File: src/rtl/rv_pkg.sv
// Shared RV core definitions used by the fetch stage and the datapath.
//   XLEN     : architectural register / address width
//   NOP_INST : canonical NOP (addi x0, x0, 0) presented when no instruction is valid
//   PC_STEP  : sequential PC increment for 32-bit instructions
//   fetch_pkt_t : {pc, inst} pair carried by the prefetch FIFO
package rv_pkg;

  localparam int          XLEN     = 32;
  localparam logic [31:0] NOP_INST = 32'h0000_0013;
  localparam logic [31:0] PC_STEP  = 32'd4;

  typedef struct packed {
    logic [XLEN-1:0] pc;
    logic [XLEN-1:0] inst;
  } fetch_pkt_t;

endpackage

File: src/rtl/fetch_unit_if.sv
// Instruction-memory request/grant + in-order response bus.
//   imem_req    : fetch request valid               (master -> slave)
//   imem_addr   : word-aligned fetch address        (master -> slave)
//   imem_gnt    : request accepted this cycle       (slave  -> master)
//   imem_rvalid : response valid, in request order  (slave  -> master)
//   imem_rdata  : instruction word                  (slave  -> master)
interface fetch_unit_if;
  import rv_pkg::*;

  logic            imem_req;
  logic [XLEN-1:0] imem_addr;
  logic            imem_gnt;
  logic            imem_rvalid;
  logic [XLEN-1:0] imem_rdata;

  modport master (
    output imem_req,
    output imem_addr,
    input  imem_gnt,
    input  imem_rvalid,
    input  imem_rdata
  );

  modport slave (
    input  imem_req,
    input  imem_addr,
    output imem_gnt,
    output imem_rvalid,
    output imem_rdata
  );

endinterface

File: src/rtl/fetch_fifo.sv
// Synchronous DEPTH-entry FIFO with a registered head.
// The head register always holds the oldest entry, so o_head changes only on
// a clock edge. A push into an empty FIFO is visible at o_head the next cycle.
//   clk, rst_n : clock, asynchronous active-low reset
//   i_push     : write i_data (ignored when full unless popping the same cycle)
//   i_pop      : remove the head (ignored when empty)
//   i_flush    : discard all entries; wins over push/pop
//   i_data     : entry to write
//   o_head     : oldest entry (registered)
//   o_full     : DEPTH entries held
//   o_empty    : no entries held (o_head is stale)
//   o_count    : number of entries held, including the head
module fetch_fifo #(
  parameter  int W     = 64,
  parameter  int DEPTH = 2,
  localparam int AW    = $clog2(DEPTH),
  localparam int CW    = $clog2(DEPTH) + 1
) (
  input  logic          clk,
  input  logic          rst_n,
  input  logic          i_push,
  input  logic          i_pop,
  input  logic          i_flush,
  input  logic [W-1:0]  i_data,
  output logic [W-1:0]  o_head,
  output logic          o_full,
  output logic          o_empty,
  output logic [CW-1:0] o_count
);

  logic [W-1:0]  r_mem [DEPTH];
  logic [AW-1:0] r_rd_ptr;
  logic [AW-1:0] r_wr_ptr;
  logic [CW-1:0] r_count;
  logic [W-1:0]  r_head;

  logic          w_do_pop;
  logic          w_do_push;
  logic [AW-1:0] w_rd_next;
  logic [CW-1:0] w_left;
  logic [CW-1:0] w_count_next;

  assign o_full    = (r_count == CW'(DEPTH));
  assign o_empty   = (r_count == '0);
  assign o_count   = r_count;
  assign o_head    = r_head;

  assign w_do_pop     = i_pop & ~o_empty;
  assign w_do_push    = i_push & (~o_full | w_do_pop);
  assign w_rd_next    = r_rd_ptr + AW'(w_do_pop);
  // Entries surviving from before this cycle; decides where the new head comes from.
  assign w_left       = r_count - CW'(w_do_pop);
  assign w_count_next = w_left + CW'(w_do_push);

  always_ff @(posedge clk) begin
    if (w_do_push && !i_flush)
      r_mem[r_wr_ptr] <= i_data;
  end

  always_ff @(posedge clk or negedge rst_n) begin
    if (!rst_n) begin
      r_rd_ptr <= '0;
      r_wr_ptr <= '0;
      r_count  <= '0;
      r_head   <= '0;
    end else if (i_flush) begin
      r_rd_ptr <= '0;
      r_wr_ptr <= '0;
      r_count  <= '0;
    end else begin
      if (w_do_push)
        r_wr_ptr <= r_wr_ptr + AW'(1);
      r_rd_ptr <= w_rd_next;
      r_count  <= w_count_next;
      // Older entries take precedence; otherwise the word being pushed becomes head.
      if (w_left != '0)
        r_head <= r_mem[w_rd_next];
      else if (w_do_push)
        r_head <= i_data;
    end
  end

endmodule

File: src/rtl/fetch_unit.sv
// Instruction fetch stage: owns the PC, issues credit-limited requests to
// instruction memory, buffers returned words in a prefetch FIFO and presents
// pc/inst pairs to decode. Redirects flush the FIFO and discard responses to
// requests that were already in flight.
//   clk, rst_n       : clock, asynchronous active-low reset
//   i_stall          : hazard stall from the datapath
//   i_ex_stall       : execute-unit stall
//   i_ex_mod_stall   : extension-module stall
//   i_redirect       : taken branch/jump, overrides all holds
//   i_redirect_pc    : redirect target (low two bits ignored)
//   io_imem          : instruction-memory bus (master side)
//   o_f_valid        : o_f_pc/o_f_inst carry a real instruction
//   o_f_pc, o_f_inst : presented instruction; NOP when not valid
module fetch_unit
  import rv_pkg::*;
#(
  parameter logic [31:0] RESET_PC = 32'h0000_0000,
  parameter int          DEPTH    = 2
) (
  input  logic            clk,
  input  logic            rst_n,
  input  logic            i_stall,
  input  logic            i_ex_stall,
  input  logic            i_ex_mod_stall,
  input  logic            i_redirect,
  input  logic [XLEN-1:0] i_redirect_pc,
  fetch_unit_if.master    io_imem,
  output logic            o_f_valid,
  output logic [XLEN-1:0] o_f_pc,
  output logic [XLEN-1:0] o_f_inst
);

  localparam int CW = $clog2(DEPTH) + 1;
  localparam int PW = $bits(fetch_pkt_t);

  logic            r_run;
  logic [XLEN-1:0] r_req_pc;
  logic [CW-1:0]   r_drop;

  logic            w_hold;
  logic            w_pop;
  logic            w_req;
  logic            w_grant;
  logic            w_rsp;
  logic            w_keep;
  logic [CW:0]     w_sum;

  logic [CW-1:0]   w_outstanding;
  logic [XLEN-1:0] w_pcq_head;
  logic            w_pcq_full;
  logic            w_pcq_empty;

  fetch_pkt_t      w_fifo_in;
  fetch_pkt_t      w_fifo_head;
  logic [CW-1:0]   w_occ;
  logic            w_fifo_full;
  logic            w_fifo_empty;

  assign w_hold  = i_stall | i_ex_stall | i_ex_mod_stall;
  assign w_pop   = ~w_fifo_empty & ~w_hold & ~i_redirect;

  // Credit check: every granted request is guaranteed a FIFO slot when it returns.
  assign w_sum   = {1'b0, w_outstanding} + {1'b0, w_occ} - {{CW{1'b0}}, w_pop};
  // r_run keeps the request low until the first edge after reset release.
  // The full-flag terms are implied by the credit check and only guard the queues.
  assign w_req   = r_run & (w_sum < (CW+1)'(DEPTH)) & ~w_pcq_full & ~(w_fifo_full & ~w_pop);
  assign w_grant = w_req & io_imem.imem_gnt;

  // A response with nothing outstanding is a protocol violation and is ignored.
  assign w_rsp   = io_imem.imem_rvalid & ~w_pcq_empty;
  assign w_keep  = w_rsp & ~i_redirect & (r_drop == '0);

  assign io_imem.imem_req  = w_req;
  assign io_imem.imem_addr = r_req_pc;

  assign w_fifo_in.pc   = w_pcq_head;
  assign w_fifo_in.inst = io_imem.imem_rdata;

  assign o_f_valid = ~w_fifo_empty;
  assign o_f_pc    = w_fifo_head.pc;
  assign o_f_inst  = w_fifo_empty ? NOP_INST : w_fifo_head.inst;

  // Addresses of granted requests; its occupancy is the outstanding count.
  fetch_fifo #(.W(XLEN), .DEPTH(DEPTH)) u_pcq (
    .clk     (clk),
    .rst_n   (rst_n),
    .i_push  (w_grant),
    .i_pop   (w_rsp),
    .i_flush (1'b0),
    .i_data  (r_req_pc),
    .o_head  (w_pcq_head),
    .o_full  (w_pcq_full),
    .o_empty (w_pcq_empty),
    .o_count (w_outstanding)
  );

  fetch_fifo #(.W(PW), .DEPTH(DEPTH)) u_fifo (
    .clk     (clk),
    .rst_n   (rst_n),
    .i_push  (w_keep),
    .i_pop   (w_pop),
    .i_flush (i_redirect),
    .i_data  (w_fifo_in),
    .o_head  (w_fifo_head),
    .o_full  (w_fifo_full),
    .o_empty (w_fifo_empty),
    .o_count (w_occ)
  );

  always_ff @(posedge clk or negedge rst_n) begin
    if (!rst_n) begin
      r_run    <= 1'b0;
      r_req_pc <= RESET_PC;
      r_drop   <= '0;
    end else begin
      r_run <= 1'b1;

      // A request granted during the redirect cycle still goes out with the old PC.
      if (i_redirect)
        r_req_pc <= i_redirect_pc & ~32'h3;
      else if (w_grant)
        r_req_pc <= r_req_pc + PC_STEP;

      // Everything still in flight after this edge is stale; equals next outstanding.
      if (i_redirect)
        r_drop <= w_outstanding + CW'(w_grant) - CW'(w_rsp);
      else if (w_rsp && r_drop != '0)
        r_drop <= r_drop - CW'(1);
    end
  end

endmodule
File: src/flat_wrapper.sv
// flat-port wrapper written by rule: the top's interface ports become plain ports
module fetch_unit_flat import rv_pkg::*;
#(
  parameter logic [31:0] RESET_PC = 32'h0000_0000,
  parameter int          DEPTH    = 2
)
  (clk, rst_n, i_stall, i_ex_stall, i_ex_mod_stall, i_redirect, i_redirect_pc, o_f_valid, o_f_pc, o_f_inst, io_imem_imem_req, io_imem_imem_addr, io_imem_imem_gnt, io_imem_imem_rvalid, io_imem_imem_rdata);
  fetch_unit_if io_imem_i ();
  input  logic clk;
  input  logic rst_n;
  input  logic i_stall;
  input  logic i_ex_stall;
  input  logic i_ex_mod_stall;
  input  logic i_redirect;
  input  logic [XLEN-1:0] i_redirect_pc;
  output logic o_f_valid;
  output logic [XLEN-1:0] o_f_pc;
  output logic [XLEN-1:0] o_f_inst;
  output wire logic [$bits(io_imem_i.imem_req)-1:0] io_imem_imem_req;
  output wire logic [$bits(io_imem_i.imem_addr)-1:0] io_imem_imem_addr;
  input wire logic [$bits(io_imem_i.imem_gnt)-1:0] io_imem_imem_gnt;
  input wire logic [$bits(io_imem_i.imem_rvalid)-1:0] io_imem_imem_rvalid;
  input wire logic [$bits(io_imem_i.imem_rdata)-1:0] io_imem_imem_rdata;
  assign io_imem_imem_req = io_imem_i.imem_req;
  assign io_imem_imem_addr = io_imem_i.imem_addr;
  assign io_imem_i.imem_gnt = io_imem_imem_gnt;
  assign io_imem_i.imem_rvalid = io_imem_imem_rvalid;
  assign io_imem_i.imem_rdata = io_imem_imem_rdata;
  fetch_unit #(.RESET_PC(RESET_PC), .DEPTH(DEPTH)) u_core (.clk(clk), .rst_n(rst_n), .i_stall(i_stall), .i_ex_stall(i_ex_stall), .i_ex_mod_stall(i_ex_mod_stall), .i_redirect(i_redirect), .i_redirect_pc(i_redirect_pc), .io_imem(io_imem_i), .o_f_valid(o_f_valid), .o_f_pc(o_f_pc), .o_f_inst(o_f_inst));
endmodule
File: config.mk
export PLATFORM = sky130hd
export DESIGN_NAME = fetch_unit_flat
export DESIGN_NICKNAME = d
export VERILOG_FILES = /design/src/rtl/rv_pkg.sv /design/src/rtl/fetch_unit_if.sv /design/src/rtl/fetch_fifo.sv /design/src/rtl/fetch_unit.sv /design/src/flat_wrapper.sv
export SDC_FILE = /design/constraint.sdc
export NUM_CORES = 1
export LEC_CHECK = 0
export CORE_MARGIN = 2
export CORE_UTILIZATION = 36
export CTS_CLUSTER_SIZE = 25
export DETAILED_ROUTE_END_ITERATION = 7
export GPL_ROUTABILITY_DRIVEN = 0
export PLACE_DENSITY = 0.57
export SLEW_MARGIN = 20
export SYNTH_ARGS = -nofsm -noshare
export SYNTH_HDL_FRONTEND = slang
export SYNTH_SLANG_ARGS = --single-unit
File: constraint.sdc
create_clock -name clk -period 7.9 [get_ports clk]
set_input_delay 1.185 -clock clk [delete_from_list [all_inputs] [get_ports clk]]
set_output_delay 1.185 -clock clk [all_outputs]
set_load 0.02 [all_outputs]
==> flow_summary.yaml, run 1 <==
synth:
  synth.area.top_cells: "edfxtp_1 (41%), dfrtp_1 (25%), mux2i_1 (6.7%)"
  ys_ff_latch: 317
  synth_top_family_by_area: "simple AND/OR/NAND/NOR gates"
  yosysSeqAreaShare: 0.6533
  synth-edff-count: 184
  synth_area_sq_um: 13550
  syn_inst: 1049
  ys_async_sr_fraction: 0.4196
  synth_warnings: 0
  synth_area_leader_cell: "edfxtp_1"
  synth.avg_cell_area_sq_um: 12.92
  synth.area.mux_share: 0.09380
  ys_types: 48
  ys.flop_type: "edfxtp_1"
  synth_compound_area_frac: 0.06721
  synthSimpleGateAreaFrac: 0.1144
  yosys.area_share.adder: 0.008863
  synth-xor-area-share: 0.02059
  synth_top_cell_area_share: 0.4077
sta:
  hold_viol_final: 0
  setup_viol: 0
  slew_violations: 0
  fin_crit_ns: 5.819
  max-slew-margin-rel: 0.3083
  max_freq_mhz: 171.9
  period_share: 0.7365
  worst_pin_slew_ns: 1.032
  tns_ns: 0
  rsz0062_at_grt: "no"
  clock-skew-final_ns: 0.01875
die:
  dieArea_sq_um: 39210
  io_pins: 170
  row_count: 71
  die_h_um: 198.0
  core_area_sq_um: 37400
  chipWidth_um: 198.0
  start_util: 0.3623
cells_and_area:
  drive_above_1_share: 0.09667
  layout_common_cells: "edfxtp_1 (184), clkdlybuf4s50_1 (161), dfrtp_1 (133), nand2_1 (126), mux2i_1 (91)"
  final_common_cell: "edfxtp_1"
  finalNetCount: 1257
  fin_cells: 1712
  nFillCells: 3441
  areaGrowthSynthToFinish_pct: 22.68
  utilization: 0.4445
  finalInstanceArea_sq_um: 16630
cts:
  cts_tree: "done"
  root_buffer: "clkbuf_16"
  cts.clk_slew.worst_paths_ns: 0.06
  cts.path.max_buffers: 3
  numCtsBuffers: 36
  postCtsSetupRepairBufs: 0
  cts_hold_buf: 0
  post_cts_resized: 0
  htree_levels: 2
  clock_sinks: 317
  clock_latency_ns: 0.51
global_route:
  grt_antenna_before_repair: 1
  grt_pass1_wl_mm: 52.33
  grt_max_degree: 77
  grt_pass1_vias: 8781
  gr-total-overflow: 0
  grt_use_total: 0.1739
power_and_ir_drop:
  worst_ir_drop_vdd_uv: 155.1
  p_per_area_nw_per_um2: 333.1
  p_leak_nw: 6.542
worst_setup_path:
  worstPathArrival_ns: 4.63
  crit_type: "in2out"
  path_max_fanout: 8
  cp_data_required_time_ns: 6.71
  cp-start-kind: "primary input"
  endpoint_kind: "output pin"
run:
  cap_violations: 0
place:
  dp_hpwl_mm: 20.72
  dp.cells: 1649
  post_dp_cell_area_sq_um: 15540
  io_buffer_count: 163
status:
  status: "finished clean"
hold_path:
  hold_path.class: "reg2reg"
drt:
  wl_mm: 33.83
  dr.pass1.iters: 5
  avgViaCountPerCell: 5.037
  drt-initial-drc-count: 506
  ant_nets: 0
  drc: 0
  vias: 8624
  wl_per_cell_um: 19.76
per-layer routing:
| layer | track usage | wire, um | vias up |
|---|---|---|---|
| met3 | 0.02964 | 1593 | 48 |
| met2 | 0.2900 | 16230 | 219 |
| met5 | 0 | 0 | - |
| met4 | 0.04483 | 646 | 0 |
| met1 | 0.2358 | 15360 | 4310 |
| li1 | - | - | 4047 |
registers in the layout (all words and copies together) (netlist names):
name                      cells
u_core.io_imem.imem_addr     30
u_core.r_drop                 2
u_core.r_run                  1
u_core.u_fifo.o_count         2
u_core.u_fifo.o_head         62
u_core.u_fifo.r_mem         124
u_core.u_fifo.r_rd_ptr        1
u_core.u_fifo.r_wr_ptr        1
u_core.u_pcq.o_count          2
u_core.u_pcq.o_head          30
u_core.u_pcq.r_mem           60
u_core.u_pcq.r_rd_ptr         1
u_core.u_pcq.r_wr_ptr         1
cell type report:
class	instances	area [sq um]	area share
sequential	317	8853	0.5325
multi-input combinational	623	4197	0.2524
timing repair buffer	182	1790	0.1077
clock buffer	53	1016	0.06111
tap	511	639.4	0.03846
clock inverter	9	67.56	0.004064
inverter	16	60.06	0.003612
antenna	1	2.502	0.0001505
report_power, final:
| group | switching (mW) | internal, mW | total [mW] |
|---|---|---|---|
| clock | 0.632 | 0.920 | 1.55 |
| combinational | 0.895 | 0.680 | 1.57 |
| sequential | 0.239 | 2.17 | 2.41 |
Yosys cell counts (6+ instances only):
master,instances
mux2i_1,91
and2_1,6
clkbuf_1,52
nand3_1,73
nor3_1,9
ha_1,8
nor2b_1,34
nor2_1,19
buf_2,9
dfrtp_1,133
nor4_1,15
buf_4,34
inv_1,15
nand2_1,126
o211ai_1,64
xnor2_1,26
o21ai_0,50
edfxtp_1,184
mux2_2,32
nand4_1,6
final timing paths:
| kind | startpoint | to | slack [ns] | cells after the start |
|---|---|---|---|---|
| setup reg to reg | u_core.u_fifo.o_count[1] | u_core.u_pcq.r_mem[1][26] | 3.91 | 12 |
| setup / recovery | i_ex_mod_stall | io_imem_imem_req | 2.08 | 10 |
| min in group asynchronous | rst_n | u_core.io_imem.imem_addr[20] | 0.72 | 1 |
| hold / removal | u_core.u_fifo.o_head[29] | u_core.u_fifo.o_head[29] | 0.49 | 2 |
| max in group asynchronous | rst_n | u_core.u_fifo.o_head[39] | 5.74 | 2 |
| hold reg to reg | u_core.u_fifo.o_head[29] | u_core.u_fifo.o_head[29] | 0.49 | 2 |
critical path, cell delays in order:
cell and delay (ns):
clkdlybuf4s50_1 0.44, nor4_4 0.64, nor2b_1 0.21, ha_1 0.23, nand2b_1 0.16, fa_1 0.48, nand2_1 0.06, or3_1 0.39
nor2_1 0.14, clkdlybuf4s50_1 0.69
cells by family (layout without fill, tap and decap cells):
| kind of cell | after synthesis | in the layout |
|---|---|---|
| AOI/OAI and AO/OA | 139 | 139 |
| xor gates and xnor gates | 31 | 31 |
| adders and majority gates | 9 | 9 |
| buffers and inverters | 112 | 260 |
| DFF | 317 | 317 |
| muxes | 123 | 123 |
| other | 2 | 6 |
| and+or+nand+nor | 316 | 316 |
metrics by stage:
step           total power, mW  worst slack [ns]  hold WS, ns
3_5_place_dp             4.045             2.034       0.4786
5_1_grt                  5.869             1.940       0.5114
2_1_floorplan            3.494             1.293       0.4589
3_3_place_gp             3.999             2.039       0.4698
6_report                 5.538             2.081       0.4853
4_1_cts                  5.615             2.100       0.4915
(Power assumes the default switching activity.)
==> run 2: changes to the inputs <==
PLACE_DENSITY = 0.59   (was 0.57)
clock period = 5.2 ns   (was 7.9 ns; I/O delays follow)
==> flow_summary.yaml, run 2 (synthesis gave the netlist of run 1 again) <==
power_and_ir_drop:
  worst_ir_drop_vdd_uv: 212.4
  switching_share: 0.3192
  switchingPower_mw: 2.733
  p_comb_frac: 0.282
  p_leak_nw: 6.638
  power.internal_mw: 5.829
  p_per_area_nw_per_um2: 510.1
  power_frac_clock: 0.290
  seq_power_share: 0.428
sta:
  tns_ns: 0
  rsz0062_at_grt: "no"
  setup_viol: 0
  max-slew-margin-rel: 0.3723
  period_share: 0.9134
  setup_ws_ns: 0.4504
  fin_crit_ns: 4.750
  worst_pin_slew_ns: 0.9392
  fin_hold_ws_ns: 0.2407
  hold_viol_final: 0
  clock-skew-final_ns: 0.01030
  slew_violations: 0
  max_freq_mhz: 210.5
global_route:
  grt_antenna_before_repair: 2
  grt_util_met1: 0.2398
  grt_use_total: 0.1762
  grt_max_degree: 53
  top_usage_layer: "met2"
  use_met2: 0.2895
  use_met3: 0.03270
  grt_pass1_vias: 8912
  gr-total-overflow: 0
  grt_pass1_wl_mm: 52.74
die:
  row_count: 71
  dieArea_sq_um: 39210
  core_area_sq_um: 37400
  die_h_um: 198.0
  start_util: 0.3623
  chipWidth_um: 198.0
  io_pins: 170
cells_and_area:
  drive_above_1_share: 0.1130
  layout_common_cells: "edfxtp_1 (184), clkdlybuf4s50_1 (161), dfrtp_1 (133), nand2_1 (126), mux2i_1 (91)"
  areaGrowthSynthToFinish_pct: 23.86
  largest_register_ffs: 124
  finalNetCount: 1267
  final_common_cell: "edfxtp_1"
  top_register: "u_core.u_fifo.r_mem"
  utilization: 0.4488
drt:
  vias: 8703
  ant_nets: 0
  wl_per_cell_um: 19.77
  drt-initial-drc-count: 529
  avgViaCountPerCell: 5.045
  dr.pass1.iters: 4
  wl_mm: 34.10
  drc: 0
worst_setup_path:
  cp-start-kind: "primary input"
  cp_data_required_time_ns: 4.42
  crit_type: "in2out"
  worstPathArrival_ns: 3.97
  path_max_fanout: 2
  endpoint_kind: "output pin"
cts:
  cts_tree: "done"
  clock_sinks: 317
  root_buffer: "clkbuf_16"
  cts.clk_slew.worst_paths_ns: 0.06
  cts_hold_buf: 0
  postCtsSetupRepairBufs: 0
  cts.path.max_buffers: 3
  post_cts_resized: 0
  clock_latency_ns: 0.51
  numCtsBuffers: 37
  htree_levels: 2
run:
  cap_violations: 0
place:
  io_buffer_count: 163
  detailedPlace.worstSlack_ns: 0.4775
  dp_hpwl_mm: 21.30
hold_path:
  hold_path.class: "in2async"
status:
  status: "finished clean"
run 2: changes by cell type in the layout (fill, tap and decap cells not counted), moves of 2 or more:
cell,change
buf_4,+8
inv_6,+2
clkinv_1,-2
clkbuf_1,-7
buf_12,+2
bufinv_16,+2
clkinv_2,+8
run 2: stage by stage:
| stage | instance area, sq um | std cells | total power [mW] |
|---|---|---|---|
| after CTS | 16780 | 1723 | 8.677 |
| final | 16780 | 1725 | 8.562 |
| after detailed placement | 15620 | 1658 | 6.170 |
| after global routing | 16780 | 1723 | 9.071 |
| after global placement | 15620 | 1658 | 6.098 |
| after floorplan | 13570 | 1052 | 5.304 |
run 2: metal layers:
metal | vias to the layer above | part of all wire
li1 | 4064 | -
met1 | 4384 | 0.46
met2 | 204 | 0.47
met3 | 51 | 0.046
met4 | 0 | 0.023
met5 | - | 0
run 2: worst paths after layout:
kind                                          startpoint                   endpoint  slack (ns)  depth (start not counted)
worst max-delay path                      i_ex_mod_stall           io_imem_imem_req        0.45                         10
worst min-delay path                               rst_n   u_core.u_fifo.o_head[49]        0.24                          1
worst max register to register  u_core.u_fifo.o_count[1]  u_core.u_pcq.r_mem[1][28]        1.63                         12
worst min register to register  u_core.u_fifo.o_head[12]   u_core.u_fifo.o_head[12]        0.48                          2
max in group asynchronous                          rst_n   u_core.u_fifo.o_head[31]        3.84                          2
min in group clk                u_core.u_fifo.o_head[12]   u_core.u_fifo.o_head[12]        0.48                          2
run 2: power by group through the flow:
stage | logic [mW] | registers [mW] | clock network (mW)
after floorplan | 1.70 | 3.61 | 0
after global placement | 2.40 | 3.70 | 0
after detailed placement | 2.45 | 3.72 | 0
after CTS | 2.46 | 3.67 | 2.54
after global routing | 2.68 | 3.74 | 2.65
final | 2.41 | 3.67 | 2.49
run 2: critical path: stages:
cell and delay [ns]:
clkdlybuf4s50_1 0.44, nor4_4 0.40, nor2b_1 0.19, ha_1 0.23, nand2b_1 0.15, fa_1 0.49, nand2_1 0.07, or3_1 0.39
nor2_1 0.11, clkdlybuf4s50_1 0.72
run 2: cell type report:
type / instances / area (sq um)
antenna: 2 / 5.005
clock buffer: 45 / 975.9
clock inverter: 20 / 185.2
fill: 3432 / 20610
inverter: 16 / 60.06
multi-input combinational: 623 / 4203
sequential: 317 / 8853
tap: 511 / 639.4
timing repair buffer: 191 / 1863
==> run 3: changes to the inputs <==
SLEW_MARGIN = default   (was 20)
==> results of run 3 <==
Final layout, timing and power as in run 2 (identical DEF).
